--- src/rtl/morph_filter_if.sv ---
// Pixel stream bundle for morph_filter: run-time mode and the input stream,
// plus the filtered output stream with its raster coordinates.
interface morph_filter_if;
    logic        mode;
    logic        in_valid;
    logic        in_sof;
    logic        in_pix;
    logic        out_valid;
    logic [10:0] out_hpos;
    logic [10:0] out_vpos;
    logic        out_pix;

    modport master (
        output mode, in_valid, in_sof, in_pix,
        input  out_valid, out_hpos, out_vpos, out_pix
    );

    modport slave (
        input  mode, in_valid, in_sof, in_pix,
        output out_valid, out_hpos, out_vpos, out_pix
    );
endinterface

--- src/rtl/morph_filter.sv ---
// Streaming binary dilate/erode over a WIN_SIZE x WIN_SIZE structuring element,
// with border padding, SOF raster tracking and a per-frame latched mode.
module morph_filter #(
    parameter int H_IMG_RES = 640,
    parameter int V_IMG_RES = 480,
    parameter int WIN_SIZE  = 5,
    parameter logic [WIN_SIZE*WIN_SIZE-1:0] STRUCT_ELM = 25'h0EFFFEE
) (
    input logic           clk,
    input logic           rst,
    morph_filter_if.slave bus
);

    // state    | meaning
    // WAIT_SOF | idle after reset, ignores pixels until a start of frame
    // PRIME    | filling line buffers, R*H_IMG_RES+R accepts before the first output
    // RUN      | one output per accepted input, raster delayed by R lines + R pixels

    localparam int R         = WIN_SIZE / 2;
    localparam int PRIME_LEN = R * H_IMG_RES + R;
    localparam int PW        = $clog2(PRIME_LEN + 1);
    localparam int XW        = $clog2(H_IMG_RES);
    localparam int SE_N      = WIN_SIZE * WIN_SIZE;
    localparam int SEW       = $clog2(SE_N);

    typedef enum logic [1:0] {
        WAIT_SOF = 2'd0,
        PRIME    = 2'd1,
        RUN      = 2'd2
    } state_t;

    state_t state;
    state_t state_nxt;

    logic          acc;
    logic          emit;
    logic          prime_done;
    logic [PW-1:0] prime_cnt;

    logic [10:0]   cnt_x;
    logic [10:0]   cnt_y;
    logic [10:0]   pos_x;
    logic [10:0]   pos_y;
    logic [XW-1:0] col_idx;

    logic [H_IMG_RES-1:0] line_buf [WIN_SIZE-1];
    logic [WIN_SIZE-1:0]  new_col;
    logic [WIN_SIZE-1:0]  hist    [WIN_SIZE-1];
    logic [WIN_SIZE-1:0]  win_nxt [WIN_SIZE];

    int   cx_i;
    int   cy_i;
    logic frame_start;
    logic mode_q;
    logic mode_eff;
    logic tap;
    logic res;

    // An SOF is the only way out of WAIT_SOF, so stray pixels there are dropped.
    assign acc = bus.in_valid && !rst && ((state != WAIT_SOF) || bus.in_sof);

    assign pos_x   = bus.in_sof ? '0 : cnt_x;
    assign pos_y   = bus.in_sof ? '0 : cnt_y;
    assign col_idx = pos_x[XW-1:0];

    always_ff @(posedge clk) begin
        if (rst) begin
            cnt_x <= '0;
            cnt_y <= '0;
        end else if (acc) begin
            if (pos_x == 11'(H_IMG_RES - 1)) begin
                cnt_x <= '0;
                cnt_y <= (pos_y == 11'(V_IMG_RES - 1)) ? '0 : pos_y + 11'd1;
            end else begin
                cnt_x <= pos_x + 11'd1;
                cnt_y <= pos_y;
            end
        end
    end

    // Remaining accepts before RUN; reloaded by every SOF so a restart re-primes.
    always_ff @(posedge clk) begin
        if (rst) begin
            prime_cnt <= '0;
        end else if (acc) begin
            if (bus.in_sof) begin
                prime_cnt <= PW'(PRIME_LEN - 1);
            end else if (prime_cnt != '0) begin
                prime_cnt <= prime_cnt - PW'(1);
            end
        end
    end

    assign prime_done = (prime_cnt == PW'(1));

    always_ff @(posedge clk) begin
        if (rst) begin
            state <= WAIT_SOF;
        end else begin
            state <= state_nxt;
        end
    end

    always_comb begin
        state_nxt = state;
        case (state)
            WAIT_SOF: if (acc) state_nxt = PRIME;
            PRIME:    if (acc && !bus.in_sof && prime_done) state_nxt = RUN;
            RUN:      state_nxt = RUN;
            default:  state_nxt = WAIT_SOF;
        endcase
    end

    always_comb begin
        emit = 1'b0;
        case (state)
            RUN:     emit = acc;
            default: emit = 1'b0;
        endcase
    end

    // Column-aligned cascade: each accept pushes the pixel down one line at its column.
    always_ff @(posedge clk) begin
        if (acc) begin
            line_buf[0][col_idx] <= bus.in_pix;
            for (int k = 1; k < WIN_SIZE - 1; k++) begin
                line_buf[k][col_idx] <= line_buf[k-1][col_idx];
            end
        end
    end

    always_comb begin
        new_col = '0;
        new_col[WIN_SIZE-1] = bus.in_pix;
        for (int k = 0; k < WIN_SIZE - 1; k++) begin
            new_col[WIN_SIZE-2-k] = line_buf[k][col_idx];
        end
    end

    // Row 0 of a column is the oldest line, column WIN_SIZE-1 the newest pixel.
    always_comb begin
        for (int c = 0; c < WIN_SIZE - 1; c++) begin
            win_nxt[c] = hist[c];
        end
        win_nxt[WIN_SIZE-1] = new_col;
    end

    always_ff @(posedge clk) begin
        if (acc) begin
            for (int c = 0; c < WIN_SIZE - 1; c++) begin
                hist[c] <= win_nxt[c+1];
            end
        end
    end

    // Centre pixel trails the accepted input by R lines and R pixels, modulo the frame.
    always_comb begin
        cx_i = int'(pos_x) - R;
        cy_i = int'(pos_y) - R;
        if (cx_i < 0) begin
            cx_i = cx_i + H_IMG_RES;
            cy_i = cy_i - 1;
        end
        if (cy_i < 0) begin
            cy_i = cy_i + V_IMG_RES;
        end
    end

    assign frame_start = (cx_i == 0) && (cy_i == 0);
    assign mode_eff    = frame_start ? bus.mode : mode_q;

    always_ff @(posedge clk) begin
        if (rst) begin
            mode_q <= 1'b0;
        end else if (emit && frame_start) begin
            mode_q <= bus.mode;
        end
    end

    // Out-of-image taps take the identity of the operation, so borders never wrap.
    always_comb begin
        res = mode_eff;
        tap = 1'b0;
        for (int r = 0; r < WIN_SIZE; r++) begin
            for (int c = 0; c < WIN_SIZE; c++) begin
                if (STRUCT_ELM[SEW'(SE_N - 1 - (r * WIN_SIZE + c))]) begin
                    if ((cy_i + r - R >= 0) && (cy_i + r - R < V_IMG_RES) &&
                        (cx_i + c - R >= 0) && (cx_i + c - R < H_IMG_RES)) begin
                        tap = win_nxt[c][r];
                    end else begin
                        tap = mode_eff;
                    end
                    res = mode_eff ? (res & tap) : (res | tap);
                end
            end
        end
    end

    always_ff @(posedge clk) begin
        if (rst) begin
            bus.out_valid <= 1'b0;
            bus.out_pix   <= 1'b0;
            bus.out_hpos  <= '0;
            bus.out_vpos  <= '0;
        end else begin
            bus.out_valid <= emit;
            if (emit) begin
                bus.out_pix  <= res;
                bus.out_hpos <= 11'(cx_i);
                bus.out_vpos <= 11'(cy_i);
            end
        end
    end

endmodule

--- src/flat_wrapper.sv ---
// flat-port wrapper written by rule: the top's interface ports become plain ports
module morph_filter_flat 
#(
    parameter int H_IMG_RES = 640,
    parameter int V_IMG_RES = 480,
    parameter int WIN_SIZE  = 5,
    parameter logic [WIN_SIZE*WIN_SIZE-1:0] STRUCT_ELM = 25'h0EFFFEE
)
  (clk, rst, bus_mode, bus_in_valid, bus_in_sof, bus_in_pix, bus_out_valid, bus_out_hpos, bus_out_vpos, bus_out_pix);
  morph_filter_if bus_i ();
  input logic clk;
  input logic rst;
  input wire logic [$bits(bus_i.mode)-1:0] bus_mode;
  input wire logic [$bits(bus_i.in_valid)-1:0] bus_in_valid;
  input wire logic [$bits(bus_i.in_sof)-1:0] bus_in_sof;
  input wire logic [$bits(bus_i.in_pix)-1:0] bus_in_pix;
  output wire logic [$bits(bus_i.out_valid)-1:0] bus_out_valid;
  output wire logic [$bits(bus_i.out_hpos)-1:0] bus_out_hpos;
  output wire logic [$bits(bus_i.out_vpos)-1:0] bus_out_vpos;
  output wire logic [$bits(bus_i.out_pix)-1:0] bus_out_pix;
  assign bus_i.mode = bus_mode;
  assign bus_i.in_valid = bus_in_valid;
  assign bus_i.in_sof = bus_in_sof;
  assign bus_i.in_pix = bus_in_pix;
  assign bus_out_valid = bus_i.out_valid;
  assign bus_out_hpos = bus_i.out_hpos;
  assign bus_out_vpos = bus_i.out_vpos;
  assign bus_out_pix = bus_i.out_pix;
  morph_filter #(.H_IMG_RES(H_IMG_RES), .V_IMG_RES(V_IMG_RES), .WIN_SIZE(WIN_SIZE), .STRUCT_ELM(STRUCT_ELM)) u_core (.clk(clk), .rst(rst), .bus(bus_i));
endmodule
--- config.mk ---
export PLATFORM = sky130hd
export DESIGN_NAME = morph_filter_flat
export DESIGN_NICKNAME = d
export VERILOG_FILES = /design/src/rtl/morph_filter_if.sv /design/src/rtl/morph_filter.sv /design/src/flat_wrapper.sv
export SDC_FILE = /design/constraint.sdc
export NUM_CORES = 2
export LEC_CHECK = 0
export BUFFER_PORTS_ARGS = -buffer_cell sky130_fd_sc_hd__buf_4
export CAP_MARGIN = 25
export CORE_ASPECT_RATIO = 0.6
export CORE_UTILIZATION = 68
export CTS_CLUSTER_SIZE = 28
export DETAILED_ROUTE_END_ITERATION = 16
export GPL_ROUTABILITY_DRIVEN = 0
export PLACE_DENSITY_LB_ADDON = 0.15
export REMOVE_ABC_BUFFERS = 1
export SLEW_MARGIN = 20
export SYNTH_ARGS = -nofsm -noshare
export SYNTH_HDL_FRONTEND = slang
export SYNTH_SLANG_ARGS = --single-unit
--- constraint.sdc ---
create_clock -name clk -period 41.7 [get_ports clk]
set_input_delay 0 -clock clk [delete_from_list [all_inputs] [get_ports clk]]
set_output_delay 0 -clock clk [all_outputs]
set_load 0.005 [all_outputs]
==> impl_metrics.tcl <==
set metrics [dict create \
    run_status "finished clean" \
    arrival_ns 9.06 \
    hold_class "in2reg" \
    grt_max_degree 228 \
    cp.required_ns 42.15 \
    drtIter0Drc 10230 \
    power_density_mw_per_mm2 44.23 \
    drv_slew 0 \
    synth-seq-cells 1991 \
    ctsResizeCount 0 \
    cp-end-kind "flop" \
    timing.rr.start "u_core.cnt_x[0]" \
    post-route-drc-count 0 \
    fp.dieW_um 463.2 \
    chipHeight_um 278.7 \
    mostFrequentLayoutCells "edfxtp_1 (1931), nor2_1 (736), nand2_1 (547)" \
    vias_per_cell 7.229 \
    start_util 0.6861 \
    yosysTopAreaCell "edfxtp_1" \
    final.setup_skew_ns 0.04503 \
    slowest_delay_ns 0.92 \
    synth-seq-area-share 0.6820 \
    crit_fanout 207 \
    tightestPinTransition_ns 1.191 \
    path_clk_slew_ns 0.06 \
    drt_first_pass_iters 8 \
    netlist_area_sq_mm 0.08678 \
    flow.area_growth_from_synthesis_pct 8.128 \
    antenna_left 0 \
    wl_per_cell_um 30.26 \
    leakagePower_nw 28.38 \
    ioPinCount 30 \
    period_needed_ns 8.610 \
    startpoint_type "flop" \
    numCtsBuffers 171 \
    criticalPathCategory "reg2reg" \
    slew_headroom 0.2057 \
    htreeDepth 4 \
    ys.warnings.count 0 \
    max_freq_mhz 116.1 \
    final_core_util 0.7418 \
    ir_worst_vdd_uv 45.94 \
    cts_tree "built" \
    grt_antenna_before_repair 6 \
    rows 101 \
    synth.top_cell.area_share 0.6682 \
    synth-edff-count 1931 \
    clockBufferDepth 3 \
    critical_path.cell_chain "nand2b_4, inv_8, buf_4, buf_4, mux2_2, a21oi_1, o311ai_0, a221o_1, a22oi_1, a2111oi_0, a21oi_1, o211ai_1, buf_4, buf_16, buf_4, buf_12, buf_12" \
    synth.distinct_cells 95 \
    min_period_over_period 0.2065 \
    crit_path_start "u_core.cnt_x[0]" \
    place_hpwl_mm 142.6 \
    avgSynthCellArea_sq_um 13.10 \
    insertion_delay_ns 0.82 \
    wl_mm 249.9 \
    netlist_top_cells_area "edfxtp_1 (67%), mux2i_1 (4.9%), nor2_1 (3.2%)" \
    ys.flop_type "edfxtp_1" \
    post_route_cells_drive_above_1_share 0.09729 \
    dieArea_sq_mm 0.1291 \
    grt_pass1_vias 55150 \
    final_common_cell "edfxtp_1" \
    vias 59700 \
    crit_top_cell "buf_4" \
    synthCells 6625 \
    grt-ovfl-total 0 \
    core_sq_mm 0.1265 \
    grt.total_usage 0.3818 \
    clock_sinks 1991 \
    portBuffers 29 \
    synth-async-reset-ratio 0 \
    grt_pass1_wl_mm 363.4 \
    rsz0062_at_grt "false" \
    hold_violations 0 \
    cap_violations 0 \
    root_buffer "clkbuf_16" \
    layout.nets 6462 \
    finalSetupViolCount 0 \
    cp_slowest_cell "buf_4" \
    hp-start "bus_in_valid" \
    setup-tns-final_ns 0 \
    holdWs_ns 0.1900 \
]
[worst paths after layout]
kind,slack [ns],depth (start not counted),endpoint
setup / recovery,33.09,17,u_core.line_buf[2][198]
hold / removal,0.19,4,u_core.prime_cnt[10]
setup reg to reg,33.09,17,u_core.line_buf[2][198]
hold reg to reg,0.46,2,u_core.bus.out_vpos[10]
[layout make-up]
| class | count | area, sq um |
|---|---|---|
| antenna | 2 | 5.005 |
| clock buffer | 215 | 4474 |
| clock inverter | 89 | 733.2 |
| fill | 7858 | 32660 |
| inverter | 36 | 160.2 |
| multi-input combinational | 4051 | 25540 |
| sequential | 1991 | 59200 |
| tap | 1699 | 2126 |
| timing repair buffer | 176 | 1605 |
[per-stage QoR]
stage	std cells	power, W	setup slack (ns)	area, sq um
floorplan	6078	0.002726	-15.11	84650
global placement	7934	0.002625	33.44	88280
detailed placement	7940	0.002635	33.25	88440
CTS	8252	0.004134	33.18	93720
global route	8257	0.004240	32.99	93830
finish	8259	0.004150	33.09	93840
[flip-flops by register name, indices dropped and copies added, names as in the netlist]
register / count
u_core.bus.out_hpos: 11
u_core.bus.out_pix: 1
u_core.bus.out_valid: 1
u_core.bus.out_vpos: 11
u_core.cnt_x: 11
u_core.cnt_y: 11
u_core.hist: 11
u_core.line_buf: 1920
u_core.mode_q: 1
u_core.prime_cnt: 11
u_core.state: 2
[cell families after synthesis]
group                      count (synthesis)  share of synthesized area
and+or+nand+nor                         2110                     0.1118
DFF                                     1991                     0.6820
AOI/OAI and AO/OA                       1306                     0.1038
buffers and inverters                    583                    0.02615
muxes                                    577                    0.06903
xor gates and xnor gates                  29                   0.003085
adders and majority gates                 29                   0.004181
[power breakdown]
group / switching, W / internal [W] / leakage (nW) / total [W]
Clock: 0.000716 / 0.000828 / 2.55 / 0.00154
Combinational: 0.000253 / 0.000107 / 8.01 / 0.000359
Sequential: 0.00000528 / 0.00224 / 17.8 / 0.00225
[cell usage after synthesis, types with 119 or more instances]
cell type	n
a211oi_1	138
nand3_1	261
mux2i_1	423
a31oi_1	119
nor2_1	740
nand2_1	551
clkbuf_1	362
nor2b_1	242
o221ai_1	277
mux2_2	152
a21oi_1	400
buf_1	132
edfxtp_1	1931
[routing by layer]
layer	global-route usage	share of wire	wire [um]
met4	0.1496	0.043	10660
met2	0.5198	0.41	102200
met3	0.1443	0.17	41790
met1	0.5567	0.38	95070
met5	0.004065	0.00062	154
[what timing repair did]
| action | CTS | global route |
|---|---|---|
| setup buffers | 0 | 0 |
| hold buffers | 8 | 0 |
| hold endpoints to repair | 190 | 0 |
[critical path, delay by kind of cell, from the launching register on]
kind / cells / cell delay (ns)
mux: 1 / 0.35
flops: 1 / 0.50
compound gates: 7 / 1.96
simple gates: 1 / 0.32
buf+inv: 8 / 4.50
Power figures use the tool's default switching activity.
